==> src/rtl/fifo_rd_streamer.sv <==
// fifo_rd_streamer: read-side consumer for an async FIFO.
// Pulls words with rd_en and re-presents them as a valid/ready stream
// through a small circular skid buffer. The buffer also frames the stream
// into bursts via m_last, and the block keeps a read counter and a sticky
// error flag.
module fifo_rd_streamer #(
    parameter int DATA_WIDTH = 16,
    parameter int BUF_DEPTH  = 2,
    parameter int BURST_LEN  = 4,
    parameter int CNT_WIDTH  = 16
) (
    input  logic                  rd_clk,
    input  logic                  rst,
    input  logic                  enable,
    input  logic                  flush,
    input  logic                  fifo_empty,
    input  logic [DATA_WIDTH-1:0] fifo_data,
    input  logic                  fifo_valid,
    output logic                  rd_en,
    output logic [DATA_WIDTH-1:0] m_data,
    output logic                  m_valid,
    input  logic                  m_ready,
    output logic                  m_last,
    output logic [CNT_WIDTH-1:0]  words_read,
    output logic                  busy,
    output logic                  err
);

    localparam int PTR_W  = (BUF_DEPTH > 1) ? $clog2(BUF_DEPTH) : 1;
    localparam int OCC_W  = $clog2(BUF_DEPTH + 1);
    localparam int BEAT_W = (BURST_LEN > 1) ? $clog2(BURST_LEN) : 1;

    localparam logic [1:0] ST_IDLE  = 2'd0;
    localparam logic [1:0] ST_RUN   = 2'd1;
    localparam logic [1:0] ST_FLUSH = 2'd2;

    logic [1:0]           state_q,    state_d;
    logic [OCC_W-1:0]     occ_q,      occ_d;
    logic                 inflight_q, inflight_d;
    logic [BEAT_W-1:0]    beat_q,     beat_d;
    logic [PTR_W-1:0]     head_q,     head_d;
    logic [PTR_W-1:0]     tail_q,     tail_d;
    logic [CNT_WIDTH-1:0] words_q,    words_d;
    logic                 err_q,      err_d;

    logic [DATA_WIDTH-1:0] mem [BUF_DEPTH];

    logic             pop;
    logic             push;
    logic [OCC_W:0]   level;

    // Advance a buffer pointer, wrapping at BUF_DEPTH (need not be a power of two).
    function automatic logic [PTR_W-1:0] ptr_inc(input logic [PTR_W-1:0] p);
        return (p == PTR_W'(BUF_DEPTH - 1)) ? '0 : p + PTR_W'(1);
    endfunction

    // Advance the beat counter, wrapping after the final beat of a frame.
    function automatic logic [BEAT_W-1:0] beat_inc(input logic [BEAT_W-1:0] b);
        return (b == BEAT_W'(BURST_LEN - 1)) ? '0 : b + BEAT_W'(1);
    endfunction

    // Stream handshake, capture qualification and the FIFO read request.
    always_comb begin
        m_valid = (occ_q != '0);
        pop     = m_valid && m_ready;
        // A returning word is only kept when we asked for it and are not discarding.
        push    = fifo_valid && inflight_q && (state_q != ST_FLUSH) && !flush;
        // Words already held or on their way, net of the one leaving this cycle.
        level   = {1'b0, occ_q} + (OCC_W + 1)'(inflight_q) - (OCC_W + 1)'(pop);
        // Suppressed during rst so no word is pulled out of the FIFO only to be dropped.
        rd_en   = !rst && (state_q == ST_RUN) && !fifo_empty
                  && (level < (OCC_W + 1)'(BUF_DEPTH));
    end

    // Next-state logic for the controller, buffer bookkeeping and counters.
    always_comb begin
        state_d    = state_q;
        occ_d      = occ_q;
        inflight_d = inflight_q;
        beat_d     = beat_q;
        head_d     = head_q;
        tail_d     = tail_q;
        words_d    = words_q + CNT_WIDTH'(rd_en);
        err_d      = err_q | (fifo_valid && !inflight_q);

        case (state_q)
            ST_IDLE: begin
                if (flush)       state_d = ST_FLUSH;
                else if (enable) state_d = ST_RUN;
            end
            ST_RUN: begin
                if (flush)        state_d = ST_FLUSH;
                else if (!enable) state_d = ST_IDLE;
            end
            ST_FLUSH: begin
                if (!inflight_q && !flush) state_d = ST_IDLE;
            end
            default: state_d = ST_IDLE;
        endcase

        // A new request wins over a completing one, so overlap keeps inflight at 1.
        if (rd_en)           inflight_d = 1'b1;
        else if (fifo_valid) inflight_d = 1'b0;

        if (flush) begin
            // Drop buffered words and restart framing at beat 0.
            occ_d  = '0;
            head_d = '0;
            tail_d = '0;
            beat_d = '0;
        end else begin
            occ_d = occ_q + OCC_W'(push) - OCC_W'(pop);
            if (push) tail_d = ptr_inc(tail_q);
            if (pop) begin
                head_d = ptr_inc(head_q);
                beat_d = beat_inc(beat_q);
            end
        end
    end

    // Control and counter registers with synchronous reset.
    always_ff @(posedge rd_clk) begin
        if (rst) begin
            state_q    <= ST_IDLE;
            occ_q      <= '0;
            inflight_q <= 1'b0;
            beat_q     <= '0;
            head_q     <= '0;
            tail_q     <= '0;
            words_q    <= '0;
            err_q      <= 1'b0;
        end else begin
            state_q    <= state_d;
            occ_q      <= occ_d;
            inflight_q <= inflight_d;
            beat_q     <= beat_d;
            head_q     <= head_d;
            tail_q     <= tail_d;
            words_q    <= words_d;
            err_q      <= err_d;
        end
    end

    // Skid-buffer storage: each entry loads when the tail points at it.
    for (genvar gi = 0; gi < BUF_DEPTH; gi++) begin : g_entry
        always_ff @(posedge rd_clk) begin
            if (push && (tail_q == PTR_W'(gi))) mem[gi] <= fifo_data;
        end
    end

    // Output view; data is forced to zero when nothing is buffered.
    always_comb begin
        m_data     = m_valid ? mem[head_q] : '0;
        m_last     = m_valid && (beat_q == BEAT_W'(BURST_LEN - 1));
        words_read = words_q;
        busy       = (state_q != ST_IDLE) || (occ_q != '0) || inflight_q;
        err        = err_q;
    end

endmodule
==> config.mk <==
export PLATFORM = sky130hd
export DESIGN_NAME = fifo_rd_streamer
export DESIGN_NICKNAME = d
export VERILOG_FILES = /design/src/rtl/fifo_rd_streamer.sv
export SDC_FILE = /design/constraint.sdc
export NUM_CORES = 1
export LEC_CHECK = 0
export CORE_ASPECT_RATIO = 0.9
export CORE_UTILIZATION = 55
export CTS_BUF_LIST = sky130_fd_sc_hd__clkbuf_2
export DETAILED_ROUTE_END_ITERATION = 10
export GPL_ROUTABILITY_DRIVEN = 0
export GPL_TIMING_DRIVEN = 0
export HOLD_SLACK_MARGIN = 0.1
export PLACE_DENSITY = 0.87
export SLEW_MARGIN = 0
export SYNTH_ARGS = -nofsm -noshare
export SYNTH_HDL_FRONTEND = slang
export SYNTH_SLANG_ARGS = --single-unit
==> constraint.sdc <==
create_clock -name rd_clk -period 8.9 [get_ports rd_clk]
set_clock_uncertainty 0.2 [all_clocks]
set_input_delay 1.78 -clock rd_clk [delete_from_list [all_inputs] [get_ports rd_clk]]
set_output_delay 1.78 -clock rd_clk [all_outputs]
set_load 0.05 [all_outputs]
Word level (Yosys, flattened, before mapping)
Memory sizes are Yosys's and may differ from the RTL's. A register that Yosys moved wholly into a read port is not among the register bits.
Cells that the tools add are included.
- memories kept: 1
- register bits: 26
- word-level logic and storage cells: 73
- bits in writable memories: 32
- memory list (memory ; words ; bits a word ; rd ports ; clocked after Yosys merged registers in ; wr ports ; line ; source):
    mem ; 2 ; 16 ; 1 ; 1 ; 1 ; 46 ; logic [DATA_WIDTH-1:0] mem [BUF_DEPTH];
- reduce and logical (&&, ||, !) cells: 25
- bitwise operators: 2
- equal/unequal tests: 7
- order comparisons: 1
- $add $sub $neg: 8
- mux-type cells: 21
- operators with widths (operator ; count):
    16-bit two-way mux ; 2
    16-bit by 1-bit adder with 16-bit output ; 1
    16-bit OR reduction ; 1
    1-bit logical AND ; 12
    1-bit two-way mux ; 12
    2-bit two-way mux ; 6
    3-bit inequality test (second input constant) ; 2
    2-bit case mux with 3 select lines ; 1
    2-bit nonzero test ; 3
    2-bit == test (second input constant) ; 2
    1-bit zero test ; 4
    2-bit inequality test (second input constant) ; 2
    2-bit by 1-bit adder with 3-bit output ; 1
    3-bit by 2-bit < comparator with 1-bit output (second input constant) ; 1
    3-bit AND reduction ; 1
    3-bit by 1-bit subtractor with 3-bit output ; 1
    1-bit adder (second input constant) ; 2
    2-bit by 1-bit adder with 2-bit output ; 1
    2-bit by 1-bit adder with 2-bit output (second input constant) ; 1
    2-bit by 1-bit == test with 1-bit output (second input constant) ; 1
    2-bit zero test ; 1
    1-bit logical OR ; 2
    2-bit OR reduction ; 1
    2-bit by 1-bit subtractor with 2-bit output ; 1
    other kinds (2) ; 2

Depth between registers and ports, before layout
- word-level depth: 8
- depth in mapped cells: 12
- depth with buffers taken out: 12

Worst setup path after synthesis
No wires, ideal clock.
- path kind: in2out
- from: in m_ready
- to: out rd_en
- stages on the path: 7
- path slack: 3423 ps
- data arrival time: 3497 ps
- path through: o21ai_1 > inv_1 > ha_1 > nand2b_1 > fa_1 > xnor2_1 > and3_1
- cells in the longest elaborated chain, start to end: 4
- RTL lines (item ; line ; source):
    from (decl) ; 22 ; input logic m_ready,
    1-bit logical AND ; 65 ; pop = m_valid && m_ready;
    named net pop ; 48 ; logic pop;
    3-bit by 1-bit subtractor with 3-bit output ; 69 ; level = {1'b0, occ_q} + (OCC_W + 1)'(inflight_q) - (OCC_W + 1)'(pop);
    3-bit by 2-bit < comparator with 1-bit output ; 72 ; && (level < (OCC_W + 1)'(BUF_DEPTH));
    1-bit logical AND ; 72 ;
    to (decl) ; 19 ; output logic rd_en,
The timed path passes the listed nets, and every way through them passes these cells.

Worst setup path after layout
Ends and elaborated chain as after synthesis.

==> flow_summary.toml <==
[synth]
synth_area_um2 = 2490
synthMuxAreaShare = 0.0910
yosys.area_share.simple = 0.168
synth_nets = 242
synthCells = 211
ys_seq_area_frac = 0.604
synth_edf_count = 32
synthDistinctLibCells = 38
synth_area_per_cell_um2 = 11.8
synth-compound-area-share = 0.0478
yosys.area.top_type = "edfxtp_1"
async_reset_ff_frac = 0
yosys_register_bits = 59
synthDominantCellAreaShare = 0.386
yosys-top-cells-area = "edfxtp_1 (39%), dfxtp_1 (22%), mux2i_1 (6.8%)"
synth_xor_area_frac = 0.0211
synth_top_family_by_area = "simple AND/OR/NAND/NOR gates"
ys.flop_type = "edfxtp_1"
ys_warn_count = 0
synthAdderAreaFrac = 0.0433

[final_layout]
layoutNonFillerInstCount = 346
diodes = 0
area_delta_synth_final_pct = 33.0
stdcell_area_um2 = 3310
drive_above_1_share = 0.0839
fin_nets = 312
fin_util = 0.786

[detailed_routing]
antenna_left = 0
route.detailed.drc = 0
dr_total_vias = 1819
drtIter0Drc = 58
drt_first_pass_iters = 4
drt-total-wl_mm = 4.91
wl_per_cell_um = 14.2
via_per_inst = 5.26

[placement]
numPortBuffers = 59
dp_hpwl_mm = 3.47
place_inst = 330
postPlaceCellArea_um2 = 3150

[grt]
grt_use_total = 0.227
gr-usage-met1 = 0.266
grt_use_met3 = 0.0732
grt-busiest-layer = "met2"
grt_pass1_vias = 1755
grt_first_pass_wirelength_mm = 7.82
grtUsageMet2 = 0.388
overflow = 0
antenna_found_initial = 0
grt_max_degree = 17

[floorplan]
die_h_um = 65.8
die_w_um = 72.9
initial_core_util = 0.591
fp.coreArea_um2 = 4210
rows = 22
io_pins = 60
dieArea_um2 = 4800

[setup_path]
rrSetupSlack_ns = 4.97
path_class = "in2out"
critical_path_buf_inv_count = 3
path_cells = "clkdlybuf4s50_1, o21ai_1, inv_1, ha_1, nand2b_1, fa_1, xnor2_1, and3_1, clkdlybuf4s50_1"
cp_data_required_time_ns = 6.92
crit_path_start_kind = "primary input"
regToRegEndpoint = "words_read[12]"
cp_slowest_stage_delay_ns = 0.81
crit_cells = 9
cp_max_fo = 5
crit_top_cell = "clkdlybuf4s50_1"
r2r_cells = 12
r2r_start = "occ_q[1]"
critPathArrivalTime_ns = 4.61
cp-end-kind = "output port"
crit_family = "buffers and inverters"
slowest_stage = "clkdlybuf4s50_1"

[clock_network]
hold_buffers = 0
post_cts_resized = 0
cts_buffers = 9
postCtsSetupBuffers = 0
clkTransAtPathRegs_ns = 0.15
cts-root-buf = "clkbuf_2"
cts_sinks = 59
cts_tree = "done"
clkLatencyLatePin_ns = 0.45
clock_path_buffers = 2
cts_htree_levels = 3

[timing]
slew_viol_final = 0
period_needed_ns = 6.59
finalHoldViolations = 0
worst_slew_pin_slew_ns = 0.844
finalSetupViolCount = 0
min_period_over_period = 0.740
fmax_ghz = 0.152
rsz0062_at_grt = "false"
slew_headroom = 0.437
fin_tns_setup_ns = 0

[hold_path]
holdPathEnd = "beat_q[0]"
hold_path.startpoint = "beat_q[0]"
hold_path_class = "reg2reg"
hold_path_depth = 2

[pwr]
leakage_nw = 1.16
p_total_mw = 0.523
peakVddDrop_mv = 0.131
powerDensity_nw_per_um2 = 158

[outcome]
status = "complete, no violations"

[job]
cap_violations = 0
[metrics by stage]
stage / setup WS (ns) / hold slack [ns]
4_1_cts: 2.33 / 0.298
3_3_place_gp: 2.39 / 0.267
3_5_place_dp: 2.34 / 0.277
6_report: 2.31 / 0.296
2_1_floorplan: 3.42 / 0.247
5_1_grt: 2.16 / 0.310
[worst reg2reg max path, delay by kind of cell, from the launching register on]
kind / cells / cell delay [ns]
buffers and inverters: 1 / 0.14
AND/OR/NAND/NOR: 4 / 0.99
adder cells (fa/ha/maj): 4 / 1.13
flip-flops: 1 / 0.41
XOR/XNOR: 1 / 0.20
multiplexers: 1 / 0.36
AO/OA/AOI/OAI: 1 / 0.39
[synthesized netlist by cell type (2+ instances only)]
cell	number
a21oi_1	10
buf_2	2
clkbuf_1	3
dfxtp_1	27
edfxtp_1	32
ha_1	7
inv_1	9
mux2_1	3
mux2_2	2
mux2i_1	17
nand2_1	7
nand3_1	4
nand4_1	3
nor2_1	32
nor2b_1	9
nor4_1	5
o21ai_0	2
o31ai_1	5
or3_1	4
or4_1	6
xnor2_1	3
xor2_1	3
[cells by family after synthesis]
kind of cell    Yosys count
flops                    59
simple gates             80
mux                      22
buf+inv                  16
fa+ha+maj                 8
xor+xnor                  6
compound gates           20
[sequential cells by signal (all words and copies together) (netlist names), named ones only]
register,flops
words_read,16
mem,32
err,1
beat_q,2
inflight_q,1
head_q,1
tail_q,1
occ_q,2
state_q,2
[routing by layer]
layer | vias to the layer above | part of all wire
met5 | - | 0
met4 | 0 | 0.0077
met3 | 4 | 0.052
met2 | 57 | 0.50
met1 | 857 | 0.44
li1 | 901 | -
[placed cells by master (no fill, tap or decap), drive strengths merged, types with 3 or more instances in the layout]
cell and n:
xnor2 3, nor4 5, o31ai 5, dfxtp 27, xor2 3, buf 3
o21ai 3, clkbuf 13, edfxtp 32, nor2b 9, clkdlybuf4s50 59, nand2 7
nor2 33, mux2i 17, nand4 4, a21oi 10, ha 7, bufinv 3
mux2 5, or3 4, inv 10, clkinv 3, nand3 5, or4 6
[power breakdown]
part	total [mW]	internal (mW)	switching (mW)	leakage (nW)
Clock	0.213	0.121	0.0918	0.0933
Sequential	0.288	0.287	0.000890	0.506
Combinational	0.0221	0.0118	0.0103	0.562
[layout make-up]
class                           instances  area [um^2]
Sequential cell                        59         1500
Timing Repair Buffer                   59          591
Clock buffer                           10         50.0
Multi-Input combinational cell        136          926
Clock inverter                          6          104
Buffer                                  6         25.0
Inverter                               10         37.5
Fill cell                             273          902
Tap cell                               60         75.1
[worst max-delay path by stage]
stage | from | end | slack [ns]
floorplan | m_ready | rd_en | 3.42
global placement | m_ready | rd_en | 2.39
detailed placement | m_ready | rd_en | 2.34
CTS | m_ready | rd_en | 2.33
global route | m_ready | rd_en | 2.16
finish | m_ready | rd_en | 2.31
Note: power is estimated with default switching activity, not from simulation.
